--- src/rtl/mac_pkg.sv ---
// Shared types and default widths for the MAC issue controller and the MAC itself.
package mac_pkg;

  localparam int unsigned MAC_DATA_WIDTH = 32;
  localparam int unsigned MAC_LEN_W      = 8;

  typedef enum logic [2:0] {
    S_IDLE  = 3'd0,
    S_FETCH = 3'd1,
    S_ISSUE = 3'd2,
    S_WAIT  = 3'd3,
    S_OUT   = 3'd4
  } state_t;

endpackage : mac_pkg

--- src/rtl/mac_issue_ctrl_if.sv ---
// Job, operand-pair, MAC start/done and result signals of the MAC issue controller.
interface mac_issue_ctrl_if #(
  parameter int unsigned DATA_WIDTH = 32,
  parameter int unsigned LEN_W      = 8
) ();

  logic                  job_valid_i;
  logic                  job_ready_o;
  logic [LEN_W-1:0]      job_len_i;
  logic                  pair_valid_i;
  logic                  pair_ready_o;
  logic [DATA_WIDTH-1:0] data_i;
  logic [DATA_WIDTH-1:0] weight_i;
  logic                  mac_start_o;
  logic [DATA_WIDTH-1:0] mac_data_o;
  logic [DATA_WIDTH-1:0] mac_weight_o;
  logic                  mac_done_i;
  logic [DATA_WIDTH-1:0] mac_result_i;
  logic                  res_valid_o;
  logic                  res_ready_i;
  logic [DATA_WIDTH-1:0] res_data_o;
  logic                  res_err_o;
  logic                  busy_o;

  // Controller side
  modport master (
    input  job_valid_i, job_len_i, pair_valid_i, data_i, weight_i,
           mac_done_i, mac_result_i, res_ready_i,
    output job_ready_o, pair_ready_o, mac_start_o, mac_data_o, mac_weight_o,
           res_valid_o, res_data_o, res_err_o, busy_o
  );

  // Environment side (job source, operand buffers, MAC, result sink)
  modport slave (
    output job_valid_i, job_len_i, pair_valid_i, data_i, weight_i,
           mac_done_i, mac_result_i, res_ready_i,
    input  job_ready_o, pair_ready_o, mac_start_o, mac_data_o, mac_weight_o,
           res_valid_o, res_data_o, res_err_o, busy_o
  );

endinterface : mac_issue_ctrl_if

--- src/rtl/mac_issue_ctrl.sv ---
// Issues N operand pairs to one MAC via start/done, then returns the MAC's running result.
// Optional MAC_WDOG_EN: S_WAIT watchdog that ends the job with res_err_o after TIMEOUT_CYC cycles.
module mac_issue_ctrl
  import mac_pkg::*;
#(
  parameter int unsigned DATA_WIDTH  = MAC_DATA_WIDTH,
  parameter int unsigned LEN_W       = MAC_LEN_W
`ifdef MAC_WDOG_EN
  ,
  parameter int unsigned TIMEOUT_CYC = 64
`endif
) (
  input  logic             clk_i,
  input  logic             rstn_i,
  mac_issue_ctrl_if.master bus
);

  state_t                r_state;
  state_t                w_state_nxt;
  logic [LEN_W-1:0]      r_remaining;
  logic [LEN_W-1:0]      w_remaining_nxt;
  logic [DATA_WIDTH-1:0] r_mac_data;
  logic [DATA_WIDTH-1:0] w_mac_data_nxt;
  logic [DATA_WIDTH-1:0] r_mac_weight;
  logic [DATA_WIDTH-1:0] w_mac_weight_nxt;
  logic [DATA_WIDTH-1:0] r_res_data;
  logic [DATA_WIDTH-1:0] w_res_data_nxt;
  logic                  r_job_ready;
  logic                  r_pair_ready;
  logic                  r_mac_start;
  logic                  r_res_valid;
  logic                  r_busy;

`ifdef MAC_WDOG_EN
  localparam int unsigned WDOG_W = $clog2(TIMEOUT_CYC + 1);

  logic [WDOG_W-1:0]     r_wdog;
  logic [WDOG_W-1:0]     w_wdog_nxt;
  logic                  r_res_err;
  logic                  w_res_err_nxt;
`endif

  // Next-state and datapath updates
  always_comb begin
    w_state_nxt      = r_state;
    w_remaining_nxt  = r_remaining;
    w_mac_data_nxt   = r_mac_data;
    w_mac_weight_nxt = r_mac_weight;
    w_res_data_nxt   = r_res_data;
`ifdef MAC_WDOG_EN
    w_wdog_nxt       = r_wdog;
    w_res_err_nxt    = r_res_err;
`endif

    unique case (r_state)
      S_IDLE: begin
        if (bus.job_valid_i && r_job_ready) begin
          w_remaining_nxt = bus.job_len_i;
`ifdef MAC_WDOG_EN
          w_res_err_nxt   = 1'b0;
`endif
          if (bus.job_len_i == '0) begin
            w_res_data_nxt = '0;
            w_state_nxt    = S_OUT;
          end else begin
            w_state_nxt    = S_FETCH;
          end
        end
      end

      S_FETCH: begin
        if (bus.pair_valid_i && r_pair_ready) begin
          w_mac_data_nxt   = bus.data_i;
          w_mac_weight_nxt = bus.weight_i;
          w_state_nxt      = S_ISSUE;
        end
      end

      S_ISSUE: begin
`ifdef MAC_WDOG_EN
        w_wdog_nxt  = '0;
`endif
        w_state_nxt = S_WAIT;
      end

      // remaining is at least 1 here, so the decrement cannot wrap
      S_WAIT: begin
        if (bus.mac_done_i) begin
          w_res_data_nxt  = bus.mac_result_i;
          w_remaining_nxt = r_remaining - LEN_W'(1);
          w_state_nxt     = (r_remaining == LEN_W'(1)) ? S_OUT : S_FETCH;
        end
`ifdef MAC_WDOG_EN
        else if (r_wdog == WDOG_W'(TIMEOUT_CYC - 1)) begin
          w_res_err_nxt   = 1'b1;
          w_remaining_nxt = '0;
          w_state_nxt     = S_OUT;
        end else begin
          w_wdog_nxt      = r_wdog + WDOG_W'(1);
        end
`endif
      end

      S_OUT: begin
        if (bus.res_ready_i && r_res_valid) begin
          w_state_nxt = S_IDLE;
        end
      end

      default: begin
        w_state_nxt = S_IDLE;
      end
    endcase
  end

  // State, datapath and Moore outputs registered from the next state
  always_ff @(posedge clk_i) begin
    if (!rstn_i) begin
      r_state      <= S_IDLE;
      r_remaining  <= '0;
      r_mac_data   <= '0;
      r_mac_weight <= '0;
      r_res_data   <= '0;
      r_job_ready  <= 1'b0;
      r_pair_ready <= 1'b0;
      r_mac_start  <= 1'b0;
      r_res_valid  <= 1'b0;
      r_busy       <= 1'b0;
`ifdef MAC_WDOG_EN
      r_wdog       <= '0;
      r_res_err    <= 1'b0;
`endif
    end else begin
      r_state      <= w_state_nxt;
      r_remaining  <= w_remaining_nxt;
      r_mac_data   <= w_mac_data_nxt;
      r_mac_weight <= w_mac_weight_nxt;
      r_res_data   <= w_res_data_nxt;
      r_job_ready  <= (w_state_nxt == S_IDLE);
      r_pair_ready <= (w_state_nxt == S_FETCH);
      r_mac_start  <= (w_state_nxt == S_ISSUE);
      r_res_valid  <= (w_state_nxt == S_OUT);
      r_busy       <= (w_state_nxt != S_IDLE);
`ifdef MAC_WDOG_EN
      r_wdog       <= w_wdog_nxt;
      r_res_err    <= w_res_err_nxt;
`endif
    end
  end

  assign bus.job_ready_o  = r_job_ready;
  assign bus.pair_ready_o = r_pair_ready;
  assign bus.mac_start_o  = r_mac_start;
  assign bus.mac_data_o   = r_mac_data;
  assign bus.mac_weight_o = r_mac_weight;
  assign bus.res_valid_o  = r_res_valid;
  assign bus.res_data_o   = r_res_data;
  assign bus.busy_o       = r_busy;
`ifdef MAC_WDOG_EN
  assign bus.res_err_o    = r_res_err;
`else
  assign bus.res_err_o    = 1'b0;
`endif

endmodule : mac_issue_ctrl
--- src/flat_wrapper.sv ---
// flat-port wrapper written by rule: the top's interface ports become plain ports
module mac_issue_ctrl_flat import mac_pkg::*;
#(
  parameter int unsigned DATA_WIDTH  = MAC_DATA_WIDTH,
  parameter int unsigned LEN_W       = MAC_LEN_W

)
  (clk_i, rstn_i, bus_job_valid_i, bus_job_len_i, bus_pair_valid_i, bus_data_i, bus_weight_i, bus_mac_done_i, bus_mac_result_i, bus_res_ready_i, bus_job_ready_o, bus_pair_ready_o, bus_mac_start_o, bus_mac_data_o, bus_mac_weight_o, bus_res_valid_o, bus_res_data_o, bus_res_err_o, bus_busy_o);
  mac_issue_ctrl_if #(.DATA_WIDTH(DATA_WIDTH), .LEN_W(LEN_W)) bus_i ();
  input  logic clk_i;
  input  logic rstn_i;
  input wire logic [$bits(bus_i.job_valid_i)-1:0] bus_job_valid_i;
  input wire logic [$bits(bus_i.job_len_i)-1:0] bus_job_len_i;
  input wire logic [$bits(bus_i.pair_valid_i)-1:0] bus_pair_valid_i;
  input wire logic [$bits(bus_i.data_i)-1:0] bus_data_i;
  input wire logic [$bits(bus_i.weight_i)-1:0] bus_weight_i;
  input wire logic [$bits(bus_i.mac_done_i)-1:0] bus_mac_done_i;
  input wire logic [$bits(bus_i.mac_result_i)-1:0] bus_mac_result_i;
  input wire logic [$bits(bus_i.res_ready_i)-1:0] bus_res_ready_i;
  output wire logic [$bits(bus_i.job_ready_o)-1:0] bus_job_ready_o;
  output wire logic [$bits(bus_i.pair_ready_o)-1:0] bus_pair_ready_o;
  output wire logic [$bits(bus_i.mac_start_o)-1:0] bus_mac_start_o;
  output wire logic [$bits(bus_i.mac_data_o)-1:0] bus_mac_data_o;
  output wire logic [$bits(bus_i.mac_weight_o)-1:0] bus_mac_weight_o;
  output wire logic [$bits(bus_i.res_valid_o)-1:0] bus_res_valid_o;
  output wire logic [$bits(bus_i.res_data_o)-1:0] bus_res_data_o;
  output wire logic [$bits(bus_i.res_err_o)-1:0] bus_res_err_o;
  output wire logic [$bits(bus_i.busy_o)-1:0] bus_busy_o;
  assign bus_i.job_valid_i = bus_job_valid_i;
  assign bus_i.job_len_i = bus_job_len_i;
  assign bus_i.pair_valid_i = bus_pair_valid_i;
  assign bus_i.data_i = bus_data_i;
  assign bus_i.weight_i = bus_weight_i;
  assign bus_i.mac_done_i = bus_mac_done_i;
  assign bus_i.mac_result_i = bus_mac_result_i;
  assign bus_i.res_ready_i = bus_res_ready_i;
  assign bus_job_ready_o = bus_i.job_ready_o;
  assign bus_pair_ready_o = bus_i.pair_ready_o;
  assign bus_mac_start_o = bus_i.mac_start_o;
  assign bus_mac_data_o = bus_i.mac_data_o;
  assign bus_mac_weight_o = bus_i.mac_weight_o;
  assign bus_res_valid_o = bus_i.res_valid_o;
  assign bus_res_data_o = bus_i.res_data_o;
  assign bus_res_err_o = bus_i.res_err_o;
  assign bus_busy_o = bus_i.busy_o;
  mac_issue_ctrl #(.DATA_WIDTH(DATA_WIDTH), .LEN_W(LEN_W)) u_core (.clk_i(clk_i), .rstn_i(rstn_i), .bus(bus_i));
endmodule
--- config.mk ---
export PLATFORM = sky130hd
export DESIGN_NAME = mac_issue_ctrl_flat
export DESIGN_NICKNAME = d
export VERILOG_FILES = /design/src/rtl/mac_pkg.sv /design/src/rtl/mac_issue_ctrl_if.sv /design/src/rtl/mac_issue_ctrl.sv /design/src/flat_wrapper.sv
export SDC_FILE = /design/constraint.sdc
export NUM_CORES = 1
export LEC_CHECK = 0
export CAP_MARGIN = 25
export CORE_ASPECT_RATIO = 1.5
export CORE_UTILIZATION = 41
export DETAILED_ROUTE_END_ITERATION = 6
export HOLD_SLACK_MARGIN = 0.08
export PLACE_DENSITY = 0.81
export SYNTH_ARGS = -nofsm -noshare
export SYNTH_HDL_FRONTEND = slang
export SYNTH_SLANG_ARGS = --single-unit
--- constraint.sdc ---
create_clock -name clk_i -period 2.2 [get_ports clk_i]
set_clock_uncertainty 0.05 [all_clocks]
set_input_delay 0.44 -clock clk_i [delete_from_list [all_inputs] [get_ports clk_i]]
set_output_delay 0.44 -clock clk_i [all_outputs]
set_load 0.01 [all_outputs]
==> results of run 1 <==
[worst min-delay path by stage]
stage	startpoint	endpoint	slack, ns	cells after the start
floorplan	u_core.r_remaining[7]	u_core.r_remaining[7]	0.41	2
global placement	u_core.bus.res_data_o[5]	u_core.bus.res_data_o[5]	0.39	2
detailed placement	u_core.bus.mac_weight_o[12]	u_core.bus.mac_weight_o[12]	0.40	2
CTS	u_core.bus.mac_weight_o[12]	u_core.bus.mac_weight_o[12]	0.41	2
global route	u_core.bus.mac_weight_o[12]	u_core.bus.mac_weight_o[12]	0.42	2
finish	u_core.bus.mac_weight_o[12]	u_core.bus.mac_weight_o[12]	0.40	2
[flip-flops by register name, indices dropped and copies added, names as in the netlist]
signal / flops
u_core.bus.busy_o: 1
u_core.bus.job_ready_o: 1
u_core.bus.mac_data_o: 32
u_core.bus.mac_start_o: 1
u_core.bus.mac_weight_o: 32
u_core.bus.pair_ready_o: 1
u_core.bus.res_data_o: 32
u_core.bus.res_valid_o: 1
u_core.r_remaining: 8
u_core.r_state: 3
[metrics by stage]
step / setup TNS (ns) / area [um2] / std cells
2_1_floorplan: 0 / 4407 / 530
3_3_place_gp: -0.001819 / 6645 / 859
3_5_place_dp: -1.523 / 6645 / 859
4_1_cts: 0 / 6934 / 875
5_1_grt: 0 / 6934 / 875
6_report: 0 / 6934 / 875
[area by class of cell]
class	count	area (um2)	area share
Clock buffer	10	239.0	0.03446
Clock inverter	6	50.05	0.007218
Inverter	3	11.26	0.001624
Multi-Input combinational cell	377	1974	0.2847
Sequential cell	112	2242	0.3233
Tap cell	144	180.2	0.02598
Timing Repair Buffer	223	2237	0.3226
[power groups by stage]
stage	sequential (mW)	clock [mW]	combinational, mW
after global placement	2.14	0	0.421
after floorplan	2.14	0	0.150
after CTS	2.09	1.61	0.432
final	2.09	1.56	0.431
after global routing	2.10	1.70	0.467
after detailed placement	2.14	0	0.429
[cell families (layout without fill, tap and decap cells)]
family                   after synthesis  in the layout  synth area share
AO/OA/AOI/OAI                         97             97            0.1283
other                                  1              1         0.0008510
flip-flops                           112            112            0.5088
adder cells (fa/ha/maj)                2              2          0.005678
AND/OR/NAND/NOR                      245            245            0.2385
multiplexers                          32             32           0.07269
buffers and inverters                 41            242           0.04514
[worst register-to-register path, stage by stage, from the launching register on]
cell and delay [ns]:
dfxtp_1 0.43, nand3b_1 0.54, nor2_2 0.20, buf_4 0.32, nand2_1 0.12, mux2i_1 0.15
[layer usage]
metal,part of all wire,vias up
met5,0,-
met4,0.016,0
met3,0.083,15
met2,0.52,167
met1,0.38,1973
li1,-,2146
[cells in the final DEF, fill, tap and decap left out, types with 3 or more instances in the layout]
master / n
clkbuf_16: 9
o21ai_0: 4
clkdlybuf4s50_1: 210
nand2_1: 197
nor3_1: 4
buf_4: 10
nand4b_1: 3
buf_12: 3
a211oi_1: 3
dfxtp_1: 112
a21oi_1: 72
mux2i_1: 32
nor2_1: 16
and2_1: 3
==> results, run 1 <==
- Once layout is complete, the utilization of the core stands at 0.6584.
- The buffer count from post-CTS setup fixing is 0.
- Counting every net in the synthesized netlist gives 642.
- The critical path runs through a total of 6 cells.
- The starting density of the core is 0.4184.
- Measured against its own limit, the worst slew margin works out to 0.6205.
- Entering global routing, the biggest net connects 47 pins.
- The number of buffers inserted by port buffering is 210.
- The die width is 86.65 um.
- The critical path is of the input port to flop type.
- The leakage dissipation is 2.336 nW.
- The cell at the slowest stage of the critical path is clkdlybuf4s50_1.
- The worst-case setup margin in the final layout is 0.2735 ns.
- The endpoint of the worst-slack reg-to-reg timing path is u_core.bus.res_data_o[2].
- The number of placement rows is 46.
- The count of instances resized after the clock tree is built is 0.
- The die extent in y is 129.0 um.
- The shortest period the worst path allows is 1.926 ns.
- The total of hold buffers inserted after clock tree synthesis is 0.
- The total vias in the final route is 4301.
- The net count of the finished layout is 838.
- Of the post-synthesis cell area, the dominant cell type holds 0.5088.
- The peak ir drop on the vdd network is 388.3 uV.
- The tool flagged a number of max-cap violations equal to 0.
- In the synthesized netlist, the cells that appear most often are 197 x nand2_1, 112 x dfxtp_1, 72 x a21oi_1.
- The share of total power dissipated in the clock network is 0.382.
- The detailed-route wire length is 12090 um.
- The total setup violations reported at the end of the flow is 0.
- The delay of the slowest cell on the worst path is 0.44 ns.
- OpenSTA, run right after detailed placement, puts the worst setup slack at -0.07299 ns.
- The run finished with clean final reports.
- The critical path starts at bus_job_len_i[5].
- The count of final max-slew check failures came to 0.
- The most critical setup path has its endpoint at u_core.bus.res_data_o[2].
- The TritonCTS clock tree is built.
- The sort of element at the start of the critical path is an input port.
- The most common flop cell mapped by yosys is dfxtp_1.
- Synthesis produced 530 cells.
- The maximum clock frequency is 0.5191 GHz.
- met2 is the most crowded layer.
- The initial antenna violation count is 0.
- At the worst endpoint, the required time is 2.42 ns.
- The number of enable-type register cells in the synthesized netlist is 0.
- The clock net in this run drives a total of 112 sinks.
- The number of different library cells used by synthesis comes to 45.
- The number of buffers and inverters on the critical path is 2.
- In this run, synthesis produced a sequential element count of 112.
- The reported net switching power is 942.8 uW.
- The count of warnings emitted by yosys is 0.
- Clock-pin slew was measured on the worst setup and hold paths at 0.08 ns.
- The global routing met2 resource utilization is 0.4024.
- Grouping stages by cell kind, the critical path spends the most delay in buffers and inverters.
- The number of search-and-repair iterations in the first detailed-routing pass is 4.
- The combinational share of power is 0.106.
- The power per standard cell area is 588.9 nW/um2.
- Setup repair after global routing left no endpoint under its margin.
- The clock passes through at most 2 buffers.
- The design draws 4.084 mW.
- Data on the critical path arrives at its endpoint at 2.15 ns.
- Across all register-to-register paths, the minimum setup slack is 0.31 ns.
- The area growth from synthesis to layout is 57.35%.
- Each instance of the synthesized netlist takes up on average 8.315 um2.
- The number of global-route vias before repair is 4265.
- The startpoint identified for the worst register-to-register timing path is u_core.r_state[2].
- In this run the remaining antenna-violating nets after routing total 0.
- Summed over all nets, the half-perimeter wirelength after detailed placement is 8902 um.
- The number of CTS-inserted buffers is 9.
- In the finished design, the share of the clock period the worst path needs comes to 0.8757.
- The fraction of layout instances using a drive strength above 1 is 0.05609.
- For this block, the initial DRC count from the detailed router was 184.
- The largest total area in the synthesized netlist belongs to dfxtp_1.
- In the final routed layout, each cell accounts on average for 13.82 um.
- The first global-routing pass estimated 19440 um of wire.
- Among all cell types in the netlist, the one instantiated most often is nand2_1.
- The switching share of total power is 0.2309.
- The tree is rooted in a clkbuf_16.
- The worst hold-check slack is 0.4046 ns.
- The worst-skew pair later-pin latency is 0.34 ns.
- In the post-synthesis netlist, the biggest area contributors are dfxtp_1 51%, nand2_1 17%, a21oi_1 8.2%.
- The number of filler cells placed in the layout is 919.
- Dividing the detail-routed via count by the number of cells gives 4.915.
- The aggregate global-route resource usage is 0.2183.
- The global routing usage on met3 is 0.06928.
- The count of final hold-check violations was 0.
- For this run the aggregate overflow at the end of global routing stands at 0.
- The total die area is 11180 um2.
- The number of H-tree levels is 3.
- The number of antenna diodes in the final layout is 0.
- Of all nets on the critical path, the largest fanout is 23.
- The transition time of the tightest slew-check pin is 0.5676 ns.
- After detailed routing, the number of remaining DRC violations is 0.
- The worst hold path belongs to the class flop to flop.
- The number of primary I/O pins is 212.
- The share of the Yosys chip area taken by registers is 0.5088.
- The area of the mapped netlist is 4407 um2.
- The register share of total power is 0.512.
- The signal on the critical path passes through clkdlybuf4s50_1 > nor4_2 > nand3_1 > a21oi_4 > buf_12 > mux2i_1.
- The internal cell power is 3.141 mW.
- The fraction of registers with async set/reset is 0.
- For met1 alone, demand over resource in global routing was 0.2323.
- At the end of routability-driven placement, the weighted congestion stood at 0.8131.
- The critical path endpoint category is a flop.
- The number of cells traversed by the worst register-to-register path is 5.
- The core region is 10530 um2.
Note: power is estimated with default switching activity, not from simulation.
==> run 2, diff against run 1 <==
--- a/config.mk
+++ b/config.mk
@@ -11,6 +11,7 @@
 export DETAILED_ROUTE_END_ITERATION = 6
 export HOLD_SLACK_MARGIN = 0.08
 export PLACE_DENSITY = 0.81
+export SLEW_MARGIN = 10
 export SYNTH_ARGS = -nofsm -noshare
 export SYNTH_HDL_FRONTEND = slang
 export SYNTH_SLANG_ARGS = --single-unit
==> results of run 2 <==
No change in the layout: final DEF, timing and power equal those of run 1.
==> run 3, diff against run 2 <==
==> constraint.sdc (replaced) <==
create_clock -name clk_i -period 2.1 [get_ports clk_i]
set_clock_uncertainty 0.05 [all_clocks]
set_input_delay 0.42 -clock clk_i [delete_from_list [all_inputs] [get_ports clk_i]]
set_output_delay 0.42 -clock clk_i [all_outputs]
set_load 0.01 [all_outputs]
==> run 3 against run 2 <==
  * Worst setup slack worse by 0.077 ns
  * Hold slack worse by 0.0027 ns
  * Total power rose by 4.7%
  * Die area did not move
  * Utilization rose by 0.36 points
  * Critical path type unchanged
  * Largest power group unchanged
==> results, run 3 (synthesized netlist as in run 1, its figures left out) <==
- The flow ran to the end, and the final reports show no timing, DRC or antenna violations.
- The fraction of layout instances using a drive strength above 1 is 0.05995 (+0.003858).
- The library cell used most frequently in the layout, excluding fill and tap cells, is clkdlybuf4s50_1.
- The number of global-route vias before repair came to 4156 (-2.6%).
- The number of vias per cell is 4.918 (about the same).
- The critical path data required time came to 2.32 ns (-0.10 ns).
- The largest driver fanout on the critical path is 23 (unchanged).
- The total setup violations reported at the end of the flow is 0 (unchanged).
- The final standard cell area without fillers came to 6972 um2 (+0.54%).
- The arrival time at the worst endpoint is 2.12 ns (-0.03 ns).
- The net count of the finished layout is 841 (+0.36%).
- The remaining design rule violation count was 0 (unchanged).
- The aggregate global-route resource usage is 0.2151 (-0.003231).
- The maximum number of pins on one net before global-route repair was 45 (-4.3%).
- The number of H-tree levels came to 3 (unchanged).
- The die width came to 86.65 um (unchanged).
- The total of hold buffers inserted after clock tree synthesis is 0 (unchanged).
- The count of final max-slew check failures is 0 (unchanged).
- Setup repair after global routing left no endpoint under its margin.
- The TritonCTS clock tree is built.
- The number of primary I/O pins was 212 (unchanged).
- The number of CTS-inserted buffers is 9 (unchanged).
- The worst hold path belongs to the class flop to flop.
- The worst register-to-register path ends at u_core.r_remaining[7].
- The average wire per cell in the routed design was 13.70 um (-0.88%).
- The total negative setup slack is 0 ns (unchanged).
- The number of diodes is 0 (unchanged).
- The worst min-delay path endpoint is u_core.bus.mac_weight_o[18].
- The worst path in the final design needs a cycle of 1.904 ns, including I/O delays and setup.
- The total die area is 11180 um2 (unchanged).
- The power per standard cell area came to 613.3 nW/um2 (+4.1%).
- The global-route wire length before repair was 19090 um (-1.8%).
- The number of cells traversed by the worst register-to-register path came to 3 (-2).
- The internal cell power is 3.315 mW (+5.5%).
- The transition time of the tightest slew-check pin was 0.5500 ns (-0.01761 ns).
- The number of buffers inserted by port buffering is 210 (unchanged).
- The switching share of total power is 0.2248 (-0.006108).
- The combined area of the multi-input logic cells came to 1974 um2 (unchanged).
- The initial antenna violation count is 0 (unchanged).
- The count of maximum capacitance violations is 0 (unchanged).
- STA classifies the critical path startpoint as an input port.
- The peak ir drop on the vdd network is 337.9 uV (-13%).
- Traced cell by cell, the critical path runs through clkdlybuf4s50_1 > nor4_2 > nand3_1 > a21oi_4 > buf_12 > mux2i_1.
- The cell depth of the worst hold path is 2 (unchanged).
- The routability-driven placement congestion ratio is 0.8097 (-0.42%).
- The number of filler cells placed in the layout is 856 (-6.9%).
- In this run the critical register-to-register path is launched from u_core.r_state[2].
- The register clock-pin slew on the reported worst setup and hold paths came to 0.07 ns (about the same).
- The count of final hold-check violations is 0 (unchanged).
- The number of search-and-repair iterations in the first detailed-routing pass is 4 (unchanged).
- The reported net switching power came to 961.0 uW (+1.9%).
- The register share of total power is 0.513 (about the same).
- The CTS sink count was 112 (unchanged).
- The number of DRC violations after detailed-routing iteration 0 came to 125 (-32%).
- The delay of the slowest cell on the worst path is 0.44 ns (about the same).
- In the finished design, the share of the clock period the worst path needs comes to 0.9065.
- The number of placement rows is 46 (unchanged).
- The final HPWL from detailed placement is 8953 um (+0.58%).
- The clock share of power was 0.381 (about the same).
- The area growth from synthesis to layout is 58.21%.
- The cell at the slowest stage of the critical path is clkdlybuf4s50_1.
- The area of placed instances came to 6680 um2 (+0.53%).
- The sum of overflow across all layers after global routing is 0 (unchanged).
- The cell sitting at the root of the clock tree is a clkbuf_16.
- By startpoint and endpoint, the worst setup path is classified as input port to flop.
- The number of buffers on the longest clock path came to 2 (unchanged).
- The die extent in y came to 129.0 um (unchanged).
- The count of instances resized after the clock tree is built is 0 (unchanged).
- The total vias in the final route is 4318 (+0.40%).
- The leakage dissipation is 2.354 nW (+0.79%).
- The register area was 2242 um2 (unchanged).
- In the layout the commonest cells are 210 x clkdlybuf4s50_1, 197 x nand2_1, 112 x dfxtp_1, 72 x a21oi_1, 32 x mux2i_1.
- The starting density of the core is 0.4184 (unchanged).
- The combinational share of power is 0.106 (about the same).
- The area of the placeable core is 10530 um2 (unchanged).
- The critical path endpoint category is a flop.
- The maximum clock frequency is 0.5253 GHz.
- The slack of the worst reg-to-reg path is 0.28 ns (-0.03 ns).
- The worst-skew pair later-pin latency is 0.34 ns (about the same).
- The launch point of the worst hold path is u_core.bus.mac_weight_o[18].
- The buffer count from post-CTS setup fixing is 0 (unchanged).
- The detailed-route wire length came to 12030 um (-0.54%).
- The number of nets with antenna violations after routing was 0 (unchanged).
- The remaining max-slew budget at the tightest pin is 0.6322 (+0.01178).
- The post-layout total power is 4.276 mW (+4.7%).
[run 3: cell count changes in the layout (fill, tap and decap cells not counted), sizes merged]
cell	previous run	this run
inv	6	4
buf	13	16
clkinv	2	3
clkbuf	10	11
[run 3: critical path: cells and delay by family]
kind	cells	cell delay, ns
buffers and inverters	2	0.66
AND/OR/NAND/NOR	2	0.58
AO/OA/AOI/OAI	1	0.22
multiplexers	1	0.22
[run 3: per-stage QoR]
step	cells	util	worst slack, ns	hold slack, ns
after floorplan	530	-	0.4613	0.4120
after global placement	862	0.6342	-0.07533	0.3903
after detailed placement	862	0.6342	-0.1698	0.3971
after CTS	878	0.6619	0.1809	0.4073
after global routing	878	0.6619	0.09133	0.4217
final	878	0.6619	0.1965	0.4019
[run 3: area by class of cell]
type                       count  share of cell area
inverter                       3            0.001615
multi-input combinational    377              0.2832
timing repair buffer         226              0.3259
tap                          144             0.02584
sequential                   112              0.3216
clock buffer                  11             0.03625
clock inverter                 5            0.005564
[run 3: worst max path at each step]
stage / startpoint / end / slack, ns
final: bus_job_len_i[5] / u_core.bus.res_data_o[3] / 0.20
after global routing: u_core.r_state[0] / u_core.bus.res_data_o[3] / 0.09
after CTS: bus_job_len_i[5] / u_core.bus.res_data_o[3] / 0.18
after detailed placement: bus_job_len_i[5] / u_core.bus.res_data_o[3] / -0.17
after global placement: bus_job_len_i[5] / u_core.bus.res_data_o[7] / -0.08
after floorplan: bus_job_len_i[5] / u_core.bus.res_data_o[0] / 0.46
[run 3: power by group through the flow]
stage                     Combinational (mW)  Sequential [mW]  Clock (mW)
final                                  0.455             2.19        1.63
after detailed placement               0.452             2.24           0
after global placement                 0.444             2.24           0
after floorplan                        0.157             2.24           0
after global routing                   0.489             2.20        1.76
after CTS                              0.455             2.19        1.67
[run 3: routing by layer]
| metal | track usage | up-vias | part of all wire |
|---|---|---|---|
| li1 | - | 2150 | - |
| met1 | 0.2339 | 1955 | 0.39 |
| met2 | 0.3782 | 182 | 0.50 |
| met3 | 0.06992 | 31 | 0.081 |
| met4 | 0.09510 | 0 | 0.030 |
| met5 | 0 | - | 0 |
